===== src/rtl/gear32_20_seq.sv =====
// gear32_20_seq: phase sequencer and frame-lock
// controller for the 32->20 gearbox.
module gear32_20_seq #(
  parameter int LOCK_ACQ  = 2,
  parameter int LOCK_LOSS = 4,
  parameter int Q_LAT     = 3
) (
  input  logic clk,
  input  logic rst_n,
  input  logic sof,
  input  logic slip,
  output logic A_or_C,
  output logic A_or_B,
  output logic q_valid,
  output logic q_first,
  output logic locked,
  output logic sof_err
);

  typedef enum logic {
    HUNT = 1'b0,
    LOCK = 1'b1
  } st_e;

  localparam logic [2:0] ACQ  = 3'(LOCK_ACQ);
  localparam logic [2:0] LOSS = 3'(LOCK_LOSS);

  // ph bit 0 = A ... bit 4 = E
  logic [4:0] ph_q, ph_d, ph_rot;
  st_e        st_q, st_d;
  logic [2:0] good_q, good_d;
  logic [2:0] miss_q, miss_d;
  logic       err_q, err_d;
  logic       fv_q, fv_d;
  logic       ph_a, v, f;
  logic [Q_LAT-1:0] v_sr_q, f_sr_q;

  function automatic logic [2:0] sat_inc(
    input logic [2:0] c
  );
    return (c == 3'd7) ? c : c + 3'd1;
  endfunction

  assign ph_a   = ph_q[0];
  assign ph_rot = {ph_q[3:0], ph_q[4]};

  // State, counters and frame flag registers
  always_ff @(posedge clk) begin
    if (!rst_n) begin
      ph_q   <= 5'b00001;
      st_q   <= HUNT;
      good_q <= '0;
      miss_q <= '0;
      err_q  <= 1'b0;
      fv_q   <= 1'b0;
    end else begin
      ph_q   <= ph_d;
      st_q   <= st_d;
      good_q <= good_d;
      miss_q <= miss_d;
      err_q  <= err_d;
      fv_q   <= fv_d;
    end
  end

  // Qualifier delay line matching gearbox latency
  always_ff @(posedge clk) begin
    if (!rst_n) begin
      v_sr_q <= '0;
      f_sr_q <= '0;
    end else begin
      v_sr_q[0] <= v;
      f_sr_q[0] <= f;
      for (int i = 1; i < Q_LAT; i++) begin
        v_sr_q[i] <= v_sr_q[i-1];
        f_sr_q[i] <= f_sr_q[i-1];
      end
    end
  end

  // Next phase, lock state and counters
  always_comb begin
    ph_d   = ph_rot;
    st_d   = st_q;
    good_d = good_q;
    miss_d = miss_q;
    err_d  = 1'b0;
    unique case (st_q)
      HUNT: begin
        if (sof) begin
          ph_d   = 5'b00010;
          good_d = ph_a ? sat_inc(good_q) : 3'd1;
        end else begin
          if (slip) ph_d = ph_q;
          if (ph_a) good_d = '0;
        end
        if (good_d >= ACQ) begin
          st_d   = LOCK;
          miss_d = '0;
        end
      end
      LOCK: begin
        if (ph_a) begin
          miss_d = sof ? '0 : sat_inc(miss_q);
        end else if (sof) begin
          miss_d = sat_inc(miss_q);
          err_d  = 1'b1;
        end
        if (miss_d >= LOSS) begin
          st_d   = HUNT;
          good_d = '0;
        end
      end
    endcase
  end

  // Output decode and per-cycle qualifiers
  always_comb begin
    locked  = (st_q == LOCK);
    A_or_C  = ph_q[0] | ph_q[2];
    A_or_B  = ph_q[0] | ph_q[1];
    sof_err = err_q;
    fv_d    = locked & (ph_a | fv_q);
    v       = fv_d;
    f       = ph_a & locked;
    q_valid = v_sr_q[Q_LAT-1];
    q_first = f_sr_q[Q_LAT-1];
  end

endmodule


===== config.mk =====
export PLATFORM = sky130hd
export DESIGN_NAME = gear32_20_seq
export DESIGN_NICKNAME = d
export VERILOG_FILES = /design/src/rtl/gear32_20_seq.sv
export SDC_FILE = /design/constraint.sdc
export NUM_CORES = 1
export LEC_CHECK = 0
export ABC_AREA = 1
export BUFFER_PORTS_ARGS = -buffer_cell sky130_fd_sc_hd__clkbuf_2
export CAP_MARGIN = 15
export CORE_ASPECT_RATIO = 0.7
export CORE_UTILIZATION = 35
export CTS_BUF_LIST = sky130_fd_sc_hd__clkbuf_2 sky130_fd_sc_hd__clkbuf_4 sky130_fd_sc_hd__clkbuf_8
export CTS_CLUSTER_SIZE = 25
export DETAILED_ROUTE_END_ITERATION = 16
export PLACE_DENSITY_LB_ADDON = 0.3
export SLEW_MARGIN = 20
export SYNTH_ARGS = -nofsm -noshare
export SYNTH_HDL_FRONTEND = slang
export SYNTH_SLANG_ARGS = --single-unit
export TNS_END_PERCENT = 20

===== constraint.sdc =====
create_clock -name clk -period 3.1 [get_ports clk]
set_input_delay 0.155 -clock clk [delete_from_list [all_inputs] [get_ports clk]]
set_output_delay 0.155 -clock clk [all_outputs]
set_load 0.02 [all_outputs]

==> metrics.yaml <==
critical_path:
  r2r_start: "ph_q[0]"
  required_ns: 2.94
  cp_slowest_cell: "dfxtp_1"
  critPathBufInv: 1
  critPathKind: "register to output port"
  cp_max_fo: 9
  startpoint_type: "register"
  critical_path.max_stage_delay_ns: 0.44
  r2r-end: "miss_q[1]"
  rr_worst_depth: 8
  end_kind: "output port"
  path_cells: "or2_2, clkbuf_2"
  crit_arrival_ns: 1.21
  r2r_slack_ns: 1.82
  cp.depth: 2
  cp_top_family: "flip-flops"
  crit_end: "A_or_B"
  crit_path_start: "ph_q[0]"
placed_design:
  hpwl_um: 1180
  dp_cells: 154
  io_buffers: 9
  gp_congestion: 0.797
sta:
  tightest_slew_ns: 0.372
  drv_slew: 0
  timing.final.crit_period_ns: 1.37
  rsz0062_at_grt: "no"
  hold_viol: 0
  fin_tns_setup_ns: 0
  min_period_over_period_pct: 44.2
  relSlewSlack_pct: 75.2
  finalSetupViolations: 0
  max_freq_mhz: 730
  clock_skew_ns: 0.000688
global_routing:
  grt_max_degree: 18
  grt_pass1_wl_um: 2790
  overflow: 0
  track_usage_pct: 14.9
  antenna_found_initial: 0
  grt_pass1_vias: 642
clocking:
  hold_buffers: 0
  cts_root_buffer: "clkbuf_4"
  cts_setup_buffers: 0
  cts.sinks: 19
  clock_latency_ns: 0.29
  cts-resized-gates: 0
  cts_tree: "built"
  clk_pin_slew_worst_paths_ns: 0.11
  cts_buffer_depth: 2
  cts_inserted_buffers: 3
  h-tree-depth: 1
power:
  combinationalPowerShare_pct: 17.9
  switching_share_pct: 30.0
  p_switching_uw: 146
  p_int_uw: 340
  ir_worst_vdd_mv: 0.269
  leakagePower_uw: 0.000481
  p_clk_share_pct: 25.3
  seq_power_share_pct: 56.8
  power.density_nw_per_um2: 512
cells_and_area:
  drive_above_1_share_pct: 20.6
  instances_no_fill: 158
  finalNetCount: 133
  area_delta_synth_final_pct: 11.8
  n_antenna_cell: 0
drt:
  routed_via_density: 4.60
  ant_nets: 0
  wire_per_inst_um: 9.91
  drtPass1Iterations: 4
  drc: 0
  drt-initial-drc-count: 23
  via_count: 727
  drt_wl_total_um: 1570
die:
  num_rows: 14
  dieArea_um2: 2630
  die_w_um: 60.8
  io_pins: 10
  core_region_area_um2: 2220
  start_util_pct: 38.1
  dieHeight_um: 43.2
logic_synthesis:
  ys_ff_latch: 19
  synth.area.top_cells: "dfxtp_1 45%, nand2_1 12%, nand3_1 8.8%, inv_1 5.3%, nand2_2 3.7%"
  synth_top_cell_by_area: "dfxtp_1"
  syn_nets: 121
  netlist_instances: 115
  netlist_area_um2: 848
  synth_top_area_share_pct: 44.8
  syn_avg_cell_area_um2: 7.38
  synth_warnings: 0
  yosysUniqueCellTypes: 23
  ys_seq_area_share_pct: 44.8
outcome:
  status: "finished, final reports clean"
min_path:
  hold_path.class: "input pin to register"
run:
  drv_cap: 0
## registers in the layout, indices dropped and copies added, names as in the netlist
signal   count
sof_err      1
good_q       3
ph_q         5
miss_q       3
f_sr_q       3
locked       1
v_sr_q       3
## worst min-delay path, delay by kind of cell
kind,cells,cell delay [ns]
buffers and inverters,2,0.24
AND/OR/NAND/NOR,1,0.06
## worst min-delay path by stage
stage	startpoint	slack [ns]	depth (start not counted)	endpoint
global placement	f_sr_q[0]	0.40	2	f_sr_q[1]
CTS	sof	0.19	3	sof_err
floorplan	rst_n	0.29	2	ph_q[4]
global route	sof	0.20	3	sof_err
detailed placement	v_sr_q[1]	0.41	2	v_sr_q[2]
finish	sof	0.21	3	sof_err
## layout by cell type (no fill, tap or decap)
cell type	instances
a31oi_1	1
nand3_2	1
or2_2	2
ha_1	2
nand2_2	5
xnor2_1	1
nor3_1	1
inv_1	12
nor2_4	1
clkbuf_2	9
o21ai_0	3
o21ai_1	5
clkinv_2	1
dfxtp_1	19
a21boi_1	1
inv_2	3
nor2_1	7
nand2_1	28
o211ai_1	1
nand3_1	15
clkbuf_4	3
a21oi_1	3
inv_4	1
nand4_1	1
## cell type report
type                       count  area [µm²]
fill                         240        1280
inverter                      16        62.6
sequential                    19         380
tap                           32        40.0
timing repair buffer           9        45.0
multi-input combinational     78         393
clock inverter                 1        5.00
clock buffer                   3        22.5
## synth_stat cells, drive strengths merged
| library cell | instances |
|---|---|
| nand3 | 16 |
| o21ai | 8 |
| a31oi | 1 |
| nand2 | 33 |
| ha | 2 |
| a21boi | 1 |
| nor2 | 8 |
| inv | 16 |
| buf | 2 |
| dfxtp | 19 |
| xnor2 | 1 |
| or2 | 2 |
| o211ai | 1 |
| a21oi | 3 |
| nor3 | 1 |
| nand4 | 1 |
## metal layers
metal  vias up  global-route usage [%]  wire [µm]
met5         -                       0          0
met4         0                    5.45         18
met3         2                    5.49         62
met2        13                    20.9        666
met1       320                    20.6        818
li1        392                       -          -
## power by group through the flow
| stage | logic (µW) | clock network, µW | registers [µW] |
|---|---|---|---|
| 5_1_grt | 99.8 | 141 | 280 |
| 2_1_floorplan | 69.9 | 0 | 278 |
| 3_5_place_dp | 86.5 | 0 | 282 |
| 4_1_cts | 87.2 | 129 | 276 |
| 3_3_place_gp | 86.1 | 0 | 282 |
| 6_report | 87.1 | 123 | 276 |
## kinds of logic (layout without fill, tap and decap cells)
group / Yosys count / count (layout) / share of synthesized area, %
compound gates: 14 / 14 / 9.00
xor+xnor: 1 / 1 / 1.03
fa+ha+maj: 2 / 2 / 2.95
buf+inv: 18 / 29 / 8.85
flops: 19 / 19 / 44.8
simple gates: 61 / 61 / 33.3
## per-stage QoR
stage | setup slack, ns | util, % | hold WS, ns | cell area [µm²] | power [µW]
6_report | 1.73 | 42.6 | 0.206 | 948 | 486
5_1_grt | 1.64 | 42.6 | 0.201 | 948 | 521
4_1_cts | 1.71 | 42.6 | 0.194 | 948 | 493
3_5_place_dp | 1.85 | 41.4 | 0.407 | 921 | 368
3_3_place_gp | 1.83 | 41.4 | 0.396 | 921 | 368
2_1_floorplan | 2.00 | - | 0.293 | 848 | 348
(Power assumes the default switching activity.)
